### config.mk
export PLATFORM = sky130hd
export DESIGN_NAME = rsa_ctrl
export DESIGN_NICKNAME = d
export VERILOG_FILES = /design/src/rtl/rsa_pkg.sv /design/src/rtl/rsa_rd_pipe.sv /design/src/rtl/rsa_ctrl.sv
export SDC_FILE = /design/constraint.sdc
export NUM_CORES = 1
export LEC_CHECK = 0
export CAP_MARGIN = 20
export CORE_UTILIZATION = 45
export DETAILED_ROUTE_END_ITERATION = 8
export PLACE_DENSITY = 0.92
export SLEW_MARGIN = 25
export SYNTH_ARGS = -nofsm -noshare
export SYNTH_HDL_FRONTEND = slang
export SYNTH_SLANG_ARGS = --single-unit
export TNS_END_PERCENT = 100
### constraint.sdc
create_clock -name clk -period 3.75 [get_ports clk]
set_input_delay 0.75 -clock clk [delete_from_list [all_inputs] [get_ports clk]]
set_output_delay 0.75 -clock clk [all_outputs]
set_load 0.02 [all_outputs]
### src/rtl/rsa_pkg.sv
// Shared definitions for the systolic-array sequencer: state encoding, default geometry, width helpers.
// Latency: none (package only).
// Backpressure: none (package only).
//
// Contents:
//   rsa_state_e      - sequencer state encoding
//   DEF_*            - default array geometry and timing
//   DEF_*_WORDS      - derived word counts for the default geometry
//   cnt_width()      - counter width for a given maximum count
//   max_int()        - integer max, usable in constant expressions
package rsa_pkg;

    localparam int DEF_X       = 3;
    localparam int DEF_N       = 4;
    localparam int DEF_Y       = 3;
    localparam int DEF_IN_LEN  = 8;
    localparam int DEF_OUT_LEN = 8;
    localparam int DEF_CAL_CYC = 12;
    localparam int DEF_RD_LAT  = 2;

    localparam int DEF_X_WORDS   = DEF_X * DEF_N;
    localparam int DEF_Y_WORDS   = DEF_Y * DEF_N;
    localparam int DEF_OUT_WORDS = DEF_X * DEF_Y;

    typedef enum logic [2:0] {
        ST_IDLE   = 3'd0,
        ST_LOAD_X = 3'd1,
        ST_LOAD_Y = 3'd2,
        ST_START  = 3'd3,
        ST_CALC   = 3'd4,
        ST_DRAIN  = 3'd5,
        ST_FLUSH  = 3'd6
    } rsa_state_e;

    function automatic int max_int(input int a, input int b);
        return (a > b) ? a : b;
    endfunction

    // Width able to hold every value 0..max_cnt.
    function automatic int cnt_width(input int max_cnt);
        return (max_cnt < 1) ? 1 : $clog2(max_cnt + 1);
    endfunction

endpackage

### src/rtl/rsa_rd_pipe.sv
// Read-latency tracker: delays a read strobe by LAT cycles to mark when array output data is valid.
// Latency: LAT cycles from push_i to vld_o.
// Backpressure: none; one push per cycle is always accepted.
//
// Ports:
//   clk_i, rst_ni  - clock, asynchronous active-low reset
//   push_i         - read strobe issued to the array this cycle
//   vld_o          - data returned by the array is valid this cycle
//   empty_nxt_o    - no strobe will still be in flight next cycle
module rsa_rd_pipe
    import rsa_pkg::*;
#(
    parameter int LAT = DEF_RD_LAT
) (
    input  logic clk_i,
    input  logic rst_ni,
    input  logic push_i,
    output logic vld_o,
    output logic empty_nxt_o
);

    logic [LAT-1:0] sr_q;
    logic [LAT-1:0] sr_d;

    // Bit 0 is the newest strobe, bit LAT-1 the one whose data arrives now.
    always_comb begin
        sr_d    = sr_q << 1;
        sr_d[0] = push_i;
    end

    always_ff @(posedge clk_i or negedge rst_ni) begin
        if (!rst_ni) begin
            sr_q <= '0;
        end else begin
            sr_q <= sr_d;
        end
    end

    assign vld_o       = sr_q[LAT-1];
    assign empty_nxt_o = ~|sr_d;

endmodule

### src/rtl/rsa_ctrl.sv
// Sequencer for one XxY systolic MAC array: load operands, start, wait, drain results, report done.
// Latency: operand strobe 1 cycle after accept; SA_start 1 cycle after last north strobe; results RD_LAT after out_rdy.
// Backpressure: src stalls only via src_val; commands only taken in IDLE; result side has none (sink 1 word/cycle).
//
// Ports:
//   clk, sys_rst_n              - clock, asynchronous active-low reset
//   cmd_val / cmd_rdy           - one matrix-multiply command; cmd_rdy only in IDLE
//   src_val / src_rdy, src_data - operand stream: X*N west words, then Y*N north words
//   Xin_val, Yin_val, in_data   - west / north FIFO write strobes and shared data bus
//   SA_start                    - one-cycle array start pulse
//   out_rdy / out_data          - array result read strobe and returned data
//   res_val / res_data          - result stream, row-major
//   busy, done                  - not-idle flag and end-of-drain pulse
module rsa_ctrl
    import rsa_pkg::*;
#(
    parameter int X       = DEF_X,
    parameter int N       = DEF_N,
    parameter int Y       = DEF_Y,
    parameter int IN_LEN  = DEF_IN_LEN,
    parameter int OUT_LEN = DEF_OUT_LEN,
    parameter int CAL_CYC = DEF_CAL_CYC,
    parameter int RD_LAT  = DEF_RD_LAT
) (
    input  logic               clk,
    input  logic               sys_rst_n,
    input  logic               cmd_val,
    output logic               cmd_rdy,
    input  logic               src_val,
    input  logic [IN_LEN-1:0]  src_data,
    output logic               src_rdy,
    output logic               Xin_val,
    output logic               Yin_val,
    output logic [IN_LEN-1:0]  in_data,
    output logic               SA_start,
    output logic               out_rdy,
    input  logic [OUT_LEN-1:0] out_data,
    output logic               res_val,
    output logic [OUT_LEN-1:0] res_data,
    output logic               busy,
    output logic               done
);

    localparam int X_WORDS   = X * N;
    localparam int Y_WORDS   = Y * N;
    localparam int OUT_WORDS = X * Y;

    // One counter is shared by the load, compute and drain phases.
    localparam int CNT_W = cnt_width(max_int(max_int(X_WORDS, Y_WORDS),
                                             max_int(OUT_WORDS, CAL_CYC)));

    localparam logic [CNT_W-1:0] X_LAST   = CNT_W'(X_WORDS - 1);
    localparam logic [CNT_W-1:0] Y_LAST   = CNT_W'(Y_WORDS - 1);
    localparam logic [CNT_W-1:0] OUT_LAST = CNT_W'(OUT_WORDS - 1);
    localparam logic [CNT_W-1:0] CAL_LAST = CNT_W'(CAL_CYC - 1);

    rsa_state_e         state_q;
    logic [CNT_W-1:0]   cnt_q;
    logic               cmd_rdy_q;
    logic               busy_q;
    logic               src_rdy_q;
    logic               xin_val_q;
    logic               yin_val_q;
    logic [IN_LEN-1:0]  in_data_q;
    logic               sa_start_q;
    logic               out_rdy_q;
    logic               done_q;

    logic               src_acc;
    logic               rd_vld;
    logic               rd_empty_nxt;

    // src_rdy_q is high exactly in LOAD_X and LOAD_Y, so a handshake implies a load state.
    assign src_acc = src_val & src_rdy_q;

    // All control outputs are registered and updated on the transition into the
    // state they belong to, so each output lines up with its state cycle.
    always_ff @(posedge clk or negedge sys_rst_n) begin
        if (!sys_rst_n) begin
            state_q    <= ST_IDLE;
            cnt_q      <= '0;
            cmd_rdy_q  <= 1'b1;
            busy_q     <= 1'b0;
            src_rdy_q  <= 1'b0;
            xin_val_q  <= 1'b0;
            yin_val_q  <= 1'b0;
            in_data_q  <= '0;
            sa_start_q <= 1'b0;
            out_rdy_q  <= 1'b0;
            done_q     <= 1'b0;
        end else begin
            // Strobes and pulses default low; in_data_q holds the last word.
            xin_val_q  <= 1'b0;
            yin_val_q  <= 1'b0;
            sa_start_q <= 1'b0;
            done_q     <= 1'b0;

            case (state_q)
                ST_IDLE: begin
                    if (cmd_val && cmd_rdy_q) begin
                        state_q   <= ST_LOAD_X;
                        cnt_q     <= '0;
                        cmd_rdy_q <= 1'b0;
                        busy_q    <= 1'b1;
                        src_rdy_q <= 1'b1;
                    end
                end

                ST_LOAD_X: begin
                    if (src_acc) begin
                        in_data_q <= src_data;
                        xin_val_q <= 1'b1;
                        if (cnt_q == X_LAST) begin
                            cnt_q   <= '0;
                            state_q <= ST_LOAD_Y;
                        end else begin
                            cnt_q <= cnt_q + 1'b1;
                        end
                    end
                end

                ST_LOAD_Y: begin
                    if (src_acc) begin
                        in_data_q <= src_data;
                        yin_val_q <= 1'b1;
                        if (cnt_q == Y_LAST) begin
                            cnt_q     <= '0;
                            src_rdy_q <= 1'b0;
                            state_q   <= ST_START;
                        end else begin
                            cnt_q <= cnt_q + 1'b1;
                        end
                    end
                end

                // START lasts one cycle; the last north strobe is on the bus during it,
                // so SA_start lands on the following cycle, the first of CALC.
                ST_START: begin
                    sa_start_q <= 1'b1;
                    cnt_q      <= '0;
                    state_q    <= ST_CALC;
                end

                ST_CALC: begin
                    if (cnt_q == CAL_LAST) begin
                        cnt_q     <= '0;
                        out_rdy_q <= 1'b1;
                        state_q   <= ST_DRAIN;
                    end else begin
                        cnt_q <= cnt_q + 1'b1;
                    end
                end

                ST_DRAIN: begin
                    if (cnt_q == OUT_LAST) begin
                        cnt_q     <= '0;
                        out_rdy_q <= 1'b0;
                        state_q   <= ST_FLUSH;
                    end else begin
                        cnt_q <= cnt_q + 1'b1;
                    end
                end

                // done is raised for the cycle right after the last result word,
                // then the block returns to IDLE and can take a new command.
                ST_FLUSH: begin
                    if (done_q) begin
                        state_q   <= ST_IDLE;
                        cmd_rdy_q <= 1'b1;
                        busy_q    <= 1'b0;
                    end else if (rd_empty_nxt) begin
                        done_q <= 1'b1;
                    end
                end

                default: begin
                    state_q   <= ST_IDLE;
                    cnt_q     <= '0;
                    cmd_rdy_q <= 1'b1;
                    busy_q    <= 1'b0;
                    src_rdy_q <= 1'b0;
                    out_rdy_q <= 1'b0;
                end
            endcase
        end
    end

    rsa_rd_pipe #(
        .LAT (RD_LAT)
    ) u_rd_pipe (
        .clk_i       (clk),
        .rst_ni      (sys_rst_n),
        .push_i      (out_rdy_q),
        .vld_o       (rd_vld),
        .empty_nxt_o (rd_empty_nxt)
    );

    assign cmd_rdy  = cmd_rdy_q;
    assign busy     = busy_q;
    assign src_rdy  = src_rdy_q;
    assign Xin_val  = xin_val_q;
    assign Yin_val  = yin_val_q;
    assign in_data  = in_data_q;
    assign SA_start = sa_start_q;
    assign out_rdy  = out_rdy_q;
    assign done     = done_q;
    assign res_val  = rd_vld;
    // The array bus is only meaningful while a read is landing.
    assign res_data = rd_vld ? out_data : '0;

endmodule

==> run_results.csv <==
group,metric,value,unit
setup_path,critical_path.startpoint_type,"primary input",
clock_tree,htreeDepth,1,
routing,ant_nets,0,
floorplan,coreArea,2520,um2
setup_path,worstPathRequired,3.00,ns
clock_tree,post_cts_resize_count,0,
floorplan,rows,18,
finish,drive_gt1_share,12.8,%
place,place_ws,1.06,ns
floorplan,dieHeight,54.1,um
synthesis,synth_edf_count,0,
synthesis,synth_cell_types,38,
setup_path,r2r_cells,5,
synthesis,ys_top_cells_by_area,"dfrtp_1 49%, mux2_2 7.4%, and2_1 4.6%",
clock_tree,cts_made_buffers,3,
sta,rsz0062_at_grt,"no",
global_routing,grt_overflow,0,
sta,period_share,71.2,%
routing,drc_errors,0,
sta,setup_tns,0,ns
power_and_ir_drop,leakagePower,0.000698,uW
synthesis,avgSynthCellArea,10.9,um2
synthesis,yosys.area.top_type,"dfrtp_1",
clock_tree,cts_buffer_depth,2,
sta,worst_pin_slew,0.621,ns
sta,min_period,2.67,ns
power_and_ir_drop,ir_worst_vdd,549,uV
synthesis,netlist_top_cells_count,"24 x dfrtp_1, 9 x and2_1",
clock_tree,clock_latency,0.33,ns
synthesis,seq_area_frac_synth,51.3,%
clock_tree,path_clk_slew,0.14,ns
setup_path,reg2reg_from,"state_q[2]$_DFFE_PN0P_",
routing,via_per_inst,5.33,
routing,routed_wl,2.46,mm
finish,nNetsFinal,179,
global_routing,antenna_found_initial,0,
global_routing,grt_max_degree,26,
finish,num_antenna_cells,0,
floorplan,die-area,2930,um2
run_status,status,"complete, no violations",
sta,slew_headroom,58.6,%
sta,finalMaxSlewViolations,0,
global_routing,grt_pass1_wl,3.68,mm
clock_tree,cts_sinks,25,
finish,synthToLayoutAreaGrowth,39.0,%
synthesis,synth_cells,112,
floorplan,die-width,54.1,um
place,io_buffers,44,
synthesis,synthFlopType,"dfrtp_1",
sta,fmax,0.375,GHz
clock_tree,cts_tree,"built",
floorplan,start_util,48.4,%
setup_path,crit_path_end_kind,"output pin",
sta,hold_viol,0,
synthesis,synthesis.area,1220,um2
routing,via_count,991,
routing,drt_first_iter_violations,18,
place,gp_congestion,0.757,
setup_path,arrival,1.92,ns
worst_hold_path,hp-class,"in2async",
setup_path,cp_max_fo,1,
setup_path,path_class,"in2out",
routing,route.detailed.wl_per_inst,13.2,um
clock_tree,postCtsSetupRepairBufs,0,
sta,final.setup.worst_slack,1.08,ns
routing,dr.pass1.iters,5,
job,cap_violations,0,
global_routing,track_usage,17.6,%
synthesis,synth_top_area_share,49.2,%
setup_path,reg2reg_slack,1.82,ns
synthesis,synth_warnings,0,
synthesis,synth.net_count,134,
setup_path,r2r-end,"cnt_q[3]$_DFFE_PN0P_",
synthesis,async_flop_share,100,%
global_routing,grt_pass1_vias,854,
clock_tree,cts.root.buffer_cell,"clkbuf_4",
power_and_ir_drop,power_density,626,nW/um2
clock_tree,ctsHoldBuffers,0,
synthesis,synth.most_common_cell,"dfrtp_1",
place,post-dp-hpwl,1.88,mm
floorplan,pin_count,45,
sta,finalSetupViolations,0,
synthesis,ys_ff_latch,25,
sta,fin_worst_skew,0.00334,ns
finish,utilization,67.3,%
-- worst max-delay path by stage --
stage | startpoint | slack, ns | endpoint | cells past startpoint
2_1_floorplan | out_data[0] | 2.03 | res_data[0] | 1
3_3_place_gp | out_data[1] | 1.09 | res_data[1] | 3
3_5_place_dp | out_data[5] | 1.06 | res_data[5] | 3
4_1_cts | out_data[5] | 1.06 | res_data[5] | 3
5_1_grt | out_data[7] | 1.04 | res_data[7] | 3
6_report | out_data[7] | 1.08 | res_data[7] | 3
-- per-layer routing --
metal | vias up | global-route usage [%] | wire length, um
li1 | 486 | - | -
met1 | 466 | 19.4 | 1030
met2 | 37 | 32.3 | 1240
met3 | 2 | 5.65 | 177
met4 | 0 | 4.70 | 8
met5 | - | 0 | 0
-- report_power, final --
part / internal (uW) / switching [uW] / total [uW] / leakage, uW
registers: 350 / 89.3 / 440 / 0.000312
logic: 265 / 233 / 498 / 0.000372
clock network: 40.9 / 83.3 / 124 / 0.0000139
-- final cells by class --
type	instances	area (um2)
clock buffers	3	22.5
clock inverters	1	7.51
fillers	189	825
inverters	3	11.3
multi-input cells	80	557
flip-flops and latches	25	627
well taps	30	37.5
repair buffers	44	435
-- flip-flops by register name (all words and copies together), names as in the netlist --
name / count
cmd_rdy: 1
busy: 1
state_q: 3
Xin_val: 1
SA_start: 1
in_data: 8
u_rd_pipe.sr_q: 2
Yin_val: 1
src_rdy: 1
done: 1
out_rdy: 1
cnt_q: 4
-- critical path, stage by stage --
cell and delay, ns:
clkdlybuf4s50_1 0.45, and2_1 0.12, clkdlybuf4s50_1 0.60
-- through the flow --
stage	hold WS (ns)	area, um2	total power (uW)	cells
6_report	0.382	1700	1060	186
5_1_grt	0.405	1700	1130	186
4_1_cts	0.399	1700	1070	186
3_5_place_dp	0.373	1670	950	182
3_3_place_gp	0.360	1670	927	182
2_1_floorplan	0.354	1220	739	112
-- layout by cell type, fill, tap and decap left out, types with 4 or more instances in the layout --
master / count
clkdlybuf4s50_1: 43
mux2_2: 8
nor2_1: 8
o21ai_0: 4
and2_1: 9
nand2_1: 8
nand2b_1: 4
a21oi_1: 8
dfrtp_1: 24
-- kinds of logic (layout without fill, tap and decap cells) --
logic type / after synthesis / after routing / synth area share, %
adder cells (fa/ha/maj): 2 / 2 / 2.05
AO/OA/AOI/OAI: 28 / 28 / 16.7
buffers and inverters: 7 / 51 / 3.07
AND/OR/NAND/NOR: 40 / 40 / 17.9
multiplexers: 9 / 9 / 8.20
XOR/XNOR: 1 / 1 / 0.717
flip-flops: 25 / 25 / 51.3
No activity file was read; power rests on OpenSTA's default activity.
==> edit, RTL diff (same flow settings) <==
Change the package constant `DEF_RD_LAT` from 2 to 4.
--- a/src/rtl/rsa_pkg.sv
+++ b/src/rtl/rsa_pkg.sv
@@ -16,7 +16,7 @@
     localparam int DEF_IN_LEN  = 8;
     localparam int DEF_OUT_LEN = 8;
     localparam int DEF_CAL_CYC = 12;
-    localparam int DEF_RD_LAT  = 2;
+    localparam int DEF_RD_LAT  = 4;
 
     localparam int DEF_X_WORDS   = DEF_X * DEF_N;
     localparam int DEF_Y_WORDS   = DEF_Y * DEF_N;
Formal check against the unedited RTL: same outputs for any inputs over 10 cycles, from zero or initial values and one cycle with sys_rst_n low; that may be too few to reach the edited logic, so the function may still have changed.
==> edit against the original RTL <==
Setup slack gained 0.0037 ns; routed wire length grew 5.5%; sequential cell count grew 2; critical path depth is the same; power grew 11%; synthesized area grew 4.3%; design area grew 3.5%; worst hold slack gained 0.013 ns; largest power group unchanged.
==> edit: results (changes against the original RTL) <==
syn nets -> 135 (was 134)
commonest cells in the netlist -> 26 x dfrtp_1, 11 x nor2_1, 10 x nand2_1 (was 24 x dfrtp_1, 9 x and2_1)
clk slew on worst S/H paths -> 0.13 ns
post_cts resized -> 0 (unchanged)
YS warnings -> 0 (unchanged)
fin cells -> 188 (was 186)
Synth Area in Adders -> 1.965% (was 2.049%)
Overall Global Routing Usage -> 18.42% (was 17.65%)
CP max-delay cell -> clkdlybuf4s50_1 (unchanged)
CTS root buffer -> clkbuf_4 (unchanged)
via density per instance -> 5.420 (was 5.328)
hpwl dp -> 2006 microns (was 1882 microns)
vias in the first global route -> 1006 (was 854)
top cells by area, synth -> dfrtp_1 51%, mux2_2 8.0%, and2_1 3.9%, nor2_1 3.2%, nand2_1 2.9% (was dfrtp_1 49%, mux2_2 7.4%, and2_1 4.6%, a21oi_1 3.3%, nand2_1 2.5%)
status -> finished clean (unchanged)
Clock Path Buffers -> 2 (unchanged)
Layout Nets -> 181 (was 179)
Area after DPL -> 1730 sq um (was 1673 sq um)
utilization after layout -> 68.42% (was 67.31%)
CTS Buf Count -> 3 (unchanged)
Place WS -> 1.083 ns (was 1.063 ns)
Syn Area/Cell -> 11.27 sq um (was 10.90 sq um)
Seq/Total Area, Yosys -> 53.14% (was 51.33%)
# fillers -> 206 (was 189)
htree depth -> 1 (unchanged)
met2 routed WL -> 1254 microns (was 1242 microns)
share of layout cells above drive strength 1 -> 14.56% (was 12.82%)
max reg flops -> 8 (unchanged)
clock skew -> 0.004849 ns (was 0.003341 ns)
1st-pass router iterations -> 4 (was 5)
Pleak -> 0.7498 nW (was 0.6985 nW)
Hold Path Class -> flop to flop (was primary input to asynchronous set/reset pin)
first-pass GRT wire length -> 4485 microns (was 3677 microns)
Placer Congestion -> 0.7671 (was 0.7573)
Worst IR Drop VDD -> 0.0005790 V (was 0.0005495 V)
clock latency on the worst-skew pair -> 0.32 ns
Worst-Margin Slew -> 0.5603 ns (was 0.6209 ns)
asr flop ratio synth -> 100.0% (unchanged)
largest net degree at the start of global routing -> 28 (was 26)
metal3 WL -> 191 microns (was 177 microns)
Total Wirelength -> 2589 microns (was 2455 microns)
setup repair bufs after CTS -> 0 (unchanged)
mux cell area share after synthesis -> 8.743% (was 8.197%)
Cell variety after synth -> 39 (was 38)
DR iter-0 viols -> 18 (unchanged)
XOR/XNOR share of the synthesized area -> 0.6876% (was 0.7172%)
initial antenna violation count -> 0 (unchanged)
antenna cell count -> 0 (unchanged)
CP Max Fanout -> 1 (unchanged)
slowest cell delay on critical path -> 0.60 ns (about the same)
Port Buf Inserts -> 44 (unchanged)
Compound-Gate Fraction of Synth Area -> 15.52% (was 16.70%)
wl on met1 -> 1106 microns (was 1026 microns)
uppermost layer routed -> met4 (unchanged)
==> edit: cell types whose count changed after synthesis, moves of 2 or more <==
cell	delta
nand2b_1	-3
o21ai_0	+3
dfrtp_1	+2
a21oi_1	-5
nand2_1	+2
nor3_1	-2
buf_4	-2
nor2_1	+3
==> edit: path summary, 6_finish.rpt <==
check	cells past startpoint	end	from	slack (ns)
setup / recovery	3	res_data[0]	out_data[0]	1.08
hold / removal	0	u_rd_pipe.sr_q[1]	u_rd_pipe.sr_q[0]	0.39
hold reg to reg	0	u_rd_pipe.sr_q[1]	u_rd_pipe.sr_q[0]	0.39
min in group asynchronous	1	busy	sys_rst_n	0.40
max in group asynchronous	1	in_data[1]	sys_rst_n	2.98
setup reg to reg	5	cnt_q[3]	state_q[2]	2.00
==> edit: cell families after synthesis <==
logic type,count (synthesis)
and+or+nand+nor,41
DFF,27
AOI/OAI and AO/OA,25
muxes,10
buffers and inverters,7
adders and majority gates,2
xor gates and xnor gates,1
==> edit: cell type report <==
class                      instances  area share, %
inverter                           4         0.8547
clock buffer                       4          1.496
tap                               30          2.137
sequential                        27          38.53
multi-input combinational         79          32.19
timing repair buffer              44          24.79
==> edit: report_power, final <==
group	internal, mW	switching (mW)
combinational	0.300	0.279
sequential	0.379	0.101
clock	0.0416	0.0786
total	0.721	0.459
==> edit: per-layer routing <==
metal / track usage, % / vias up
met5: 0 / -
met4: 6.429 / 0
met3: 3.747 / 5
met2: 32.19 / 47
met1: 22.53 / 480
li1: - / 487
==> edit: critical path: cells and delay by family <==
kind          cells  cell delay, ns
simple gates      1            0.11
buf+inv           2            1.05
